File: config.mk
export PLATFORM = sky130hd
export DESIGN_NAME = noc_vc_link_arbiter_flat
export DESIGN_NICKNAME = d
export VERILOG_FILES = /design/src/rtl/noc_vc_link_arbiter_pkg.sv /design/src/rtl/noc_vc_link_arbiter_if.sv /design/src/rtl/noc_rr_arbiter.sv /design/src/rtl/noc_vc_link_arbiter.sv /design/src/flat_wrapper.sv
export SDC_FILE = /design/constraint.sdc
export NUM_CORES = 1
export LEC_CHECK = 0
export BUFFER_PORTS_ARGS = -buffer_cell sky130_fd_sc_hd__clkbuf_2
export CORE_ASPECT_RATIO = 1.4
export CORE_MARGIN = 2
export CORE_UTILIZATION = 25
export DETAILED_ROUTE_END_ITERATION = 10
export GPL_TIMING_DRIVEN = 0
export HOLD_SLACK_MARGIN = 0.03
export PLACE_DENSITY = 0.56
export SETUP_SLACK_MARGIN = 0.4
export SLEW_MARGIN = 25
export SYNTH_ARGS = -nofsm -noshare
export SYNTH_HDL_FRONTEND = slang
export SYNTH_SLANG_ARGS = --single-unit
File: constraint.sdc
create_clock -name noc_clk -period 10.2 [get_ports noc_clk]
set_input_delay 3.06 -clock noc_clk [delete_from_list [all_inputs] [get_ports noc_clk]]
set_output_delay 3.06 -clock noc_clk [all_outputs]
set_load 0.02 [all_outputs]
File: src/rtl/noc_vc_link_arbiter_pkg.sv
// Shared NoC link-arbiter definitions: default sizes, flit type bit positions,
// credit counter type and packet-lock state encoding.
package noc_vc_link_arbiter_pkg;

    localparam int unsigned Noc_VC_Channel    = 4;
    localparam int unsigned Noc_Flit_Width    = 32;
    localparam int unsigned Noc_Flit_Head_Bit = 1;
    localparam int unsigned Noc_Flit_Tail_Bit = 0;
    localparam int unsigned Noc_Credit_Max    = 8;

    typedef logic [$clog2(Noc_Credit_Max + 1)-1:0] noc_credit_t;

    typedef enum logic {
        IDLE,
        LOCKED
    } lock_state_e;

endpackage

File: src/rtl/noc_vc_link_arbiter_if.sv
// Per-VC FIFO side and physical link side of the VC link arbiter.
interface noc_vc_link_arbiter_if
    import noc_vc_link_arbiter_pkg::*;
#(
    parameter int unsigned CHANNELS   = Noc_VC_Channel,
    parameter int unsigned FLIT_WIDTH = Noc_Flit_Width
) ();

    logic [CHANNELS-1:0]            i_valid;
    logic [CHANNELS*FLIT_WIDTH-1:0] i_flit;
    logic [CHANNELS-1:0]            o_ready;
    logic [CHANNELS-1:0]            o_valid;
    logic [FLIT_WIDTH-1:0]          o_flit;
    logic [CHANNELS-1:0]            i_credit_return;
    logic [CHANNELS-1:0]            o_credit_avail;

    modport master (
        output i_valid, i_flit, i_credit_return,
        input  o_ready, o_valid, o_flit, o_credit_avail
    );

    modport slave (
        input  i_valid, i_flit, i_credit_return,
        output o_ready, o_valid, o_flit, o_credit_avail
    );

endinterface

File: src/rtl/noc_rr_arbiter.sv
// Round-robin arbiter: one-hot grant, priority starts after the last granted
// requester; pointer moves only when i_advance is high.
module noc_rr_arbiter #(
    parameter int unsigned N = 2
) (
    input  logic         clk,
    input  logic         rst_n,
    input  logic         clear,
    input  logic [N-1:0] req,
    input  logic         i_advance,
    output logic [N-1:0] gnt
);

    localparam int unsigned PW = (N > 1) ? $clog2(N) : 1;

    logic [PW-1:0] ptr_q;
    logic [PW-1:0] ptr_d;
    logic [PW:0]   idx;
    logic          found;

    always_comb begin
        gnt   = '0;
        ptr_d = ptr_q;
        idx   = '0;
        found = 1'b0;
        for (int unsigned i = 0; i < N; i++) begin
            idx = {1'b0, ptr_q} + (PW+1)'(i);
            if (idx >= (PW+1)'(N)) idx = idx - (PW+1)'(N);
            if (!found && req[idx[PW-1:0]]) begin
                found               = 1'b1;
                gnt[idx[PW-1:0]]    = 1'b1;
                ptr_d               = (idx[PW-1:0] == PW'(N - 1)) ? '0 : idx[PW-1:0] + 1'b1;
            end
        end
    end

    always_ff @(posedge clk or negedge rst_n) begin
        if (!rst_n)         ptr_q <= '0;
        else if (clear)     ptr_q <= '0;
        else if (i_advance) ptr_q <= ptr_d;
    end

endmodule

File: src/rtl/noc_vc_link_arbiter.sv
// Router output-port VC arbiter: round-robin pop of per-VC FIFOs onto one link,
// per-VC credit counters. Define NOC_PACKET_LOCK_EN to hold the link per packet.
module noc_vc_link_arbiter
    import noc_vc_link_arbiter_pkg::*;
#(
    parameter int unsigned CHANNELS   = Noc_VC_Channel,
    parameter int unsigned FLIT_WIDTH = Noc_Flit_Width,
    parameter int unsigned CREDITS    = 8
) (
    input  logic                  noc_clk,
    input  logic                  noc_rst_n,
    input  logic                  i_clear,
    noc_vc_link_arbiter_if.slave  link
);

    localparam int unsigned CW = $clog2(CREDITS + 1);
    localparam int unsigned VW = (CHANNELS > 1) ? $clog2(CHANNELS) : 1;

    logic [CHANNELS-1:0]   credit_nz;
    logic [CHANNELS-1:0]   req;
    logic [CHANNELS-1:0]   arb_req;
    logic [CHANNELS-1:0]   grant;
    logic [FLIT_WIDTH-1:0] grant_flit;

    assign req                 = link.i_valid & credit_nz;
    assign link.o_ready        = grant;
    assign link.o_credit_avail = credit_nz;

    noc_rr_arbiter #(.N(CHANNELS)) u_rr (
        .clk       (noc_clk),
        .rst_n     (noc_rst_n),
        .clear     (i_clear),
        .req       (arb_req),
        .i_advance (|grant),
        .gnt       (grant)
    );

    always_comb begin
        grant_flit = '0;
        for (int unsigned v = 0; v < CHANNELS; v++) begin
            if (grant[v]) grant_flit = link.i_flit[v*FLIT_WIDTH +: FLIT_WIDTH];
        end
    end

    for (genvar v = 0; v < CHANNELS; v++) begin : g_credit
        logic [CW-1:0] credit_q;

        // Grant and return together cancel; a return at full credit saturates.
        always_ff @(posedge noc_clk or negedge noc_rst_n) begin
            if (!noc_rst_n)
                credit_q <= CW'(CREDITS);
            else if (i_clear)
                credit_q <= CW'(CREDITS);
            else if (grant[v] && !link.i_credit_return[v])
                credit_q <= credit_q - 1'b1;
            else if (!grant[v] && link.i_credit_return[v] && credit_q != CW'(CREDITS))
                credit_q <= credit_q + 1'b1;
        end

        assign credit_nz[v] = (credit_q != '0);

        a_credit_overflow : assert property (@(posedge noc_clk) disable iff (!noc_rst_n || i_clear)
            !(link.i_credit_return[v] && credit_q == CW'(CREDITS)));
    end

`ifdef NOC_PACKET_LOCK_EN
    lock_state_e   state_q;
    lock_state_e   state_d;
    logic [VW-1:0] lock_vc_q;
    logic [VW-1:0] lock_vc_d;
    logic [VW-1:0] grant_vc;

    always_comb begin
        grant_vc = '0;
        for (int unsigned v = 0; v < CHANNELS; v++) begin
            if (grant[v]) grant_vc = VW'(v);
        end
    end

    always_comb begin
        arb_req = req;
        if (state_q == LOCKED) begin
            arb_req            = '0;
            arb_req[lock_vc_q] = req[lock_vc_q];
        end
    end

    always_comb begin
        state_d   = state_q;
        lock_vc_d = lock_vc_q;
        case (state_q)
            IDLE: begin
                if (|grant && grant_flit[Noc_Flit_Head_Bit] && !grant_flit[Noc_Flit_Tail_Bit]) begin
                    state_d   = LOCKED;
                    lock_vc_d = grant_vc;
                end
            end
            LOCKED: begin
                if (|grant && grant_flit[Noc_Flit_Tail_Bit]) state_d = IDLE;
            end
            default: state_d = IDLE;
        endcase
    end

    always_ff @(posedge noc_clk or negedge noc_rst_n) begin
        if (!noc_rst_n) begin
            state_q   <= IDLE;
            lock_vc_q <= '0;
        end else if (i_clear) begin
            state_q   <= IDLE;
            lock_vc_q <= '0;
        end else begin
            state_q   <= state_d;
            lock_vc_q <= lock_vc_d;
        end
    end
`else
    assign arb_req = req;
`endif

    always_ff @(posedge noc_clk or negedge noc_rst_n) begin
        if (!noc_rst_n) begin
            link.o_valid <= '0;
            link.o_flit  <= '0;
        end else if (i_clear) begin
            link.o_valid <= '0;
            link.o_flit  <= '0;
        end else begin
            link.o_valid <= grant;
            if (|grant) link.o_flit <= grant_flit;
        end
    end

endmodule

File: src/flat_wrapper.sv
// flat-port wrapper written by rule: the top's interface ports become plain ports
module noc_vc_link_arbiter_flat import noc_vc_link_arbiter_pkg::*;
#(
    parameter int unsigned CHANNELS   = Noc_VC_Channel,
    parameter int unsigned FLIT_WIDTH = Noc_Flit_Width,
    parameter int unsigned CREDITS    = 8
)
  (noc_clk, noc_rst_n, i_clear, link_i_valid, link_i_flit, link_i_credit_return, link_o_ready, link_o_valid, link_o_flit, link_o_credit_avail);
  noc_vc_link_arbiter_if #(.CHANNELS(CHANNELS), .FLIT_WIDTH(FLIT_WIDTH)) link_i ();
  input  logic noc_clk;
  input  logic noc_rst_n;
  input  logic i_clear;
  input wire logic [$bits(link_i.i_valid)-1:0] link_i_valid;
  input wire logic [$bits(link_i.i_flit)-1:0] link_i_flit;
  input wire logic [$bits(link_i.i_credit_return)-1:0] link_i_credit_return;
  output wire logic [$bits(link_i.o_ready)-1:0] link_o_ready;
  output wire logic [$bits(link_i.o_valid)-1:0] link_o_valid;
  output wire logic [$bits(link_i.o_flit)-1:0] link_o_flit;
  output wire logic [$bits(link_i.o_credit_avail)-1:0] link_o_credit_avail;
  assign link_i.i_valid = link_i_valid;
  assign link_i.i_flit = link_i_flit;
  assign link_i.i_credit_return = link_i_credit_return;
  assign link_o_ready = link_i.o_ready;
  assign link_o_valid = link_i.o_valid;
  assign link_o_flit = link_i.o_flit;
  assign link_o_credit_avail = link_i.o_credit_avail;
  noc_vc_link_arbiter #(.CHANNELS(CHANNELS), .FLIT_WIDTH(FLIT_WIDTH), .CREDITS(CREDITS)) u_core (.noc_clk(noc_clk), .noc_rst_n(noc_rst_n), .i_clear(i_clear), .link(link_i));
endmodule
# Word-level counts from Yosys, hierarchy flattened
# Cells that the tools add are included.
[word_totals]
reg_bits = 54
inputBits = 139
output_inout_bits = 44
wordCells = 148
[classes]
addsub = 19
n_lt_le_gt_ge = 12
eq_ne = 8
n_mux = 56
bitwise_logic = 4
n_reduce_logical = 42
[op_table]
columns = ["op", "n"]
rows = [
  ["$mux 32", 6],
  ["$mux 4", 17],
  ["$mux 2", 14],
  ["$logic_and 1x1->1", 19],
  ["$add 4x1->4 const B", 4],
  ["$ne 4x4->1 const B", 4],
  ["$reduce_bool 4->1", 4],
  ["$sub 4x1->4 const B", 4],
  ["$lt 2x3->1 const B", 4],
  ["$or 4x4->4", 3],
  ["$reduce_bool 3->1", 4],
  ["$logic_not 1->1", 11],
  ["$mux 1", 11],
  ["$ge 3x3->1 const B", 3],
  ["$add 2x1->2 const B", 4],
  ["$bmux 1 s2", 4],
  ["$demux 1 s2", 4],
  ["$eq 2x2->1 const B", 4],
  ["$ge 2x1->1 const B", 4],
  ["$sub 2x1->2 const B", 4],
  ["$add 2x2->3 const B", 2],
  ["$reduce_bool 5->1", 1],
  ["$and 4x4->4", 1],
  ["$reduce_or 4->1", 1],
  ["other kinds (4)", 4],
]

# Depth between registers and ports, before layout
[logic_depth]
depth_word = 20
ltp_mapped = 16
mapped_depth_nobuf = 15

# Hierarchy
# A second synthesis with hierarchy kept.
[unflattened]
hier_cells = 398
area_unflattened_um2 = 3862.5
[by_module_without_submodules]
columns = ["mod", "n_inst", "cells_each", "area_each_um2", "seq_area_each_um2"]
rows = [
  ["noc_vc_link_arbiter", 1, 338, 3305.7, 1306.3],
  ["noc_rr_arbiter", 1, 60, 556.8, 50.0],
]

# Worst setup path before layout
# OpenSTA, ideal clock, no wires.
[synth_timing]
kind = "input to output"
startpoint = "input port link_i_valid[0]"
endpoint = "output port link_o_ready[2]"
t_arrival_ps = 4848
required_time_ps = 7140
slack_ps = 2292
path_stages = 8
path_buffers = 2
cell_sequence = "o41a_1 > nand2_1 > mux4_2 > o311a_4 > and2_1 > buf_2 > inv_1 > buf_2"
[synth_between]
elab_chain_len = 13
word_cells_on_any_way = 25
cone_classes = "mux (15); bitwise (4); reduce/logical (6)"
[synth_lines]
columns = ["element", "line_no", "text"]
rows = [
  ["start, declared", "flat_wrapper.sv:13", "input wire logic [$bits(link_i.i_valid)-1:0] link_i_valid;"],
  ["$and 4x4->4 (*)", "noc_vc_link_arbiter.sv:25", "assign req = link.i_valid & credit_nz;"],
  ["$bmux 1 s2", "noc_rr_arbiter.sv:29", "if (!found && req[idx[PW-1:0]]) begin"],
  ["$mux 1 (not written as such)", "noc_rr_arbiter.sv:29", ""],
  ["$mux 1", "noc_rr_arbiter.sv:29", ""],
  ["$logic_not 1->1", "noc_rr_arbiter.sv:29", ""],
  ["$logic_and 1x1->1", "noc_rr_arbiter.sv:29", ""],
  ["$mux 1", "noc_rr_arbiter.sv:29", ""],
  ["$logic_not 1->1", "noc_rr_arbiter.sv:29", ""],
  ["$logic_and 1x1->1", "noc_rr_arbiter.sv:29", ""],
  ["$mux 1", "noc_rr_arbiter.sv:29", ""],
  ["$logic_not 1->1", "noc_rr_arbiter.sv:29", ""],
  ["$logic_and 1x1->1", "noc_rr_arbiter.sv:29", ""],
  ["$mux 4 (*)", "noc_rr_arbiter.sv:29", ""],
  ["end, declared", "flat_wrapper.sv:16", "output wire logic [$bits(link_i.o_ready)-1:0] link_o_ready;"],
]
# Every way passes the cells marked *; elsewhere a longest branch is shown, timed or not. The select of a mux whose other input is x is not followed.

# Worst setup path in the final report
[layout_timing]
startpoint = "input port link_i_valid[2]"
endpoint = "output port link_o_ready[2]"
# The elaborated chain is that of the path after synthesis.

==> flow_summary.toml <==
[critical_path]
critPathLaunch = "link_i_valid[2]"
cp.arrival_ns = 5.55
cp-start-kind = "input pin"
cp_max_fo = 10
crit_chain = "clkbuf_2 > o41ai_2 > or3_1 > a21oi_1 > o21ai_1 > and2_1 > buf_2 > inv_1 > buf_2 > clkbuf_2"
crit_type = "in -> out"
cp_top_family = "buffers and inverters"
endpoint_kind = "primary output"
timing.rr.start = "u_core.u_rr.ptr_q[0]$_DFFE_PN0P_"
worst-path-buf-inv = 5
slowest_delay_ns = 0.49
crit_slowest_cell = "a21oi_1"
cp.required_ns = 7.14

[layout]
drive_gt1_frac = 0.358
num_antenna_cells = 0
area_delta_synth_final_pct = 32.3
fin_nets = 792
stdcell_count = 838

[synthesis]
synth_cells = 449
yosysWarnings = 0
synth_seq_cells = 54
synth_flop_cell = "dfrtp_1"
synth-seq-area-share = 0.325
synth-edff-count = 0
yosysUniqueCellTypes = 65
synth.net_count = 603
ys_async_sr_fraction = 1.00
netlist_area_um2 = 4170
syn_avg_cell_area_um2 = 9.29

[pwr]
p_per_area_nw_per_um2 = 341
vdd_drop_max_v = 0.000188
seq_power_share = 0.204
swShare = 0.519
p_int_w = 0.000906
power_switching_w = 0.000978
comb_power_share = 0.689
p_leak_nw = 2.50
p_clk_frac = 0.107

[global_routing]
grtUsageTotal = 0.169
grt_max_degree = 29
antenna_found_initial = 0
grt-ovfl-total = 0
grt_pass1_wl_mm = 24.3
grt_pass1_vias = 4832

[cts]
cts.sinks = 54
cts.repair.resized = 0
postCtsSetupBuffers = 0
clock_latency_ns = 0.31
h-tree-depth = 2
clkTransAtPathRegs_ns = 0.08
cts_root_buf = "clkbuf_16"
cts-hold-fix-buffers = 0
cts.path.max_buffers = 2
cts_tree = "built"
cts_inserted_buffers = 5

[min_path]
hold_path_class = "reg -> reg"
hold_start = "u_core.link.o_flit[12]$_DFFE_PN0P_"

[placement]
portBuffers = 181
dpl.hpwl_mm = 11.9
dp.cells = 830
place.gp.congestion = 0.905

[floorplan]
ios = 183
fp.dieArea_um2 = 17700
coreArea_um2 = 16200
initial_core_util = 0.257
floorplan.rows = 55
die_w_um = 113
die_h_um = 157

[timing]
slew_headroom = 0.436
whs_ns = 0.519
rsz0062_at_grt = "false"
final_max_slew_viol_count = 0
fmax_mhz = 116
hold_viol = 0
post-route-period-util = 0.844
skew_ns = 0.0141
fin_setup_tns_ns = 0
finalSetupViolations = 0
fin_crit_ns = 8.61
worst_slew_pin_slew_ns = 0.839

[job]
drv_cap = 0

[outcome]
violations = "DRC"
status = "finished with violations"

[routing]
vias_per_cell = 5.51
drc = 4
drt_iter0_drc = 218
antenna_left = 0
first_pass_iters = 9
wl_per_cell_um = 17.9
dr_total_vias = 4620
wl_mm = 15.0
## tightest hold or removal path: stages, from the launching register on
cell and delay (ns):
dfrtp_1 0.35, a32oi_1 0.09, o31ai_1 0.05
## logic make-up (layout without fill, tap and decap cells)
kind of cell | after synthesis | in the layout | synth area share
AO/OA/AOI/OAI | 179 | 179 | 0.367
AND/OR/NAND/NOR | 134 | 134 | 0.161
flip-flops | 54 | 54 | 0.325
buffers and inverters | 53 | 243 | 0.0561
adder cells (fa/ha/maj) | 15 | 15 | 0.0450
multiplexers | 9 | 9 | 0.0354
XOR/XNOR | 5 | 5 | 0.0105
## Yosys cell counts, drive strengths merged, types with 5 or more instances
master | count | area (µm²)
a21oi | 16 | 80.1
a221oi | 32 | 280
a32oi | 35 | 307
and4 | 6 | 55.1
buf | 9 | 68.8
clkbuf | 26 | 97.6
dfrtp | 50 | 1250
ha | 15 | 188
inv | 18 | 67.6
mux2i | 5 | 50.1
nand2 | 21 | 78.8
nand2b | 5 | 31.3
nand3 | 13 | 65.1
nor2 | 48 | 180
nor3 | 11 | 55.1
nor4 | 5 | 37.5
o21ai | 13 | 65.1
o221ai | 6 | 58.8
o31ai | 33 | 298
o32ai | 5 | 43.8
or3 | 9 | 56.3
## power groups by stage
stage,Clock (W),Sequential [W],Combinational (W)
after global routing,0.000219,0.000397,0.00144
after global placement,0,0.000383,0.00127
after CTS,0.000209,0.000383,0.00131
after floorplan,0,0.000427,0.000884
after detailed placement,0,0.000386,0.00130
final,0.000202,0.000384,0.00130
## area by class of cell
type	count	area (µm²)
fillers	1719	10700
multi-input cells	342	2580
flip-flops and latches	54	1360
repair buffers	182	928
well taps	199	249
plain buffers	35	166
clock buffers	5	125
inverters	18	67.6
clock inverters	3	43.8
## routing by layer
metal	global-route usage	vias up	wire length, µm	share of wire
li1	-	2203	-	-
met1	0.191	2220	5830	0.39
met2	0.321	183	8000	0.53
met3	0.0283	14	940	0.063
met4	0.0499	0	263	0.017
met5	0	-	0	0
## flip-flops by register name, summed over array words and instances, names as in the netlist
name / count
u_core.g_credit.credit_q: 16
u_core.link.o_flit: 32
u_core.link.o_valid: 4
u_core.u_rr.ptr_q: 2
## placed cells by master (no fill, tap or decap), types with 5 or more instances in the layout
cell       count
o32ai_1        5
nand2_1       21
a32oi_1       35
nor2_1        48
mux2i_1        5
o221ai_1       5
o31ai_1       23
o21ai_0        9
and4_1         5
nand3_1       13
ha_1          15
clkbuf_16      5
inv_1         18
clkbuf_2     180
a221oi_1      32
dfrtp_1       50
clkbuf_1      26
or3_1          9
nand2b_1       5
o31ai_2       10
a21oi_1       16
nor3_1        11
## worst paths after layout
path / to / slack (ns) / cells after the start
worst max-delay path: link_o_ready[2] / 1.59 / 10
worst max register to register: u_core.g_credit[1].credit_q[2]$_DFFE_PN0P_ / 5.63 / 15
worst min register to register: u_core.link.o_flit[12]$_DFFE_PN0P_ / 0.52 / 2
worst min-delay path: u_core.link.o_flit[12]$_DFFE_PN0P_ / 0.52 / 2
min in group asynchronous: u_core.link.o_flit[20]$_DFFE_PN0P_ / 2.72 / 1
max in group asynchronous: u_core.g_credit[3].credit_q[3]$_DFFE_PN1P_ / 6.90 / 2
## stage by stage
stage	utilization	setup WS [ns]	power [W]	cell area (µm²)
finish	0.340	1.59	0.00188	5520
CTS	0.340	1.61	0.00190	5520
detailed placement	0.329	1.63	0.00169	5350
floorplan	-	2.29	0.00131	4170
global placement	0.328	1.65	0.00165	5330
global route	0.340	1.40	0.00205	5520
(Power assumes the default switching activity.)
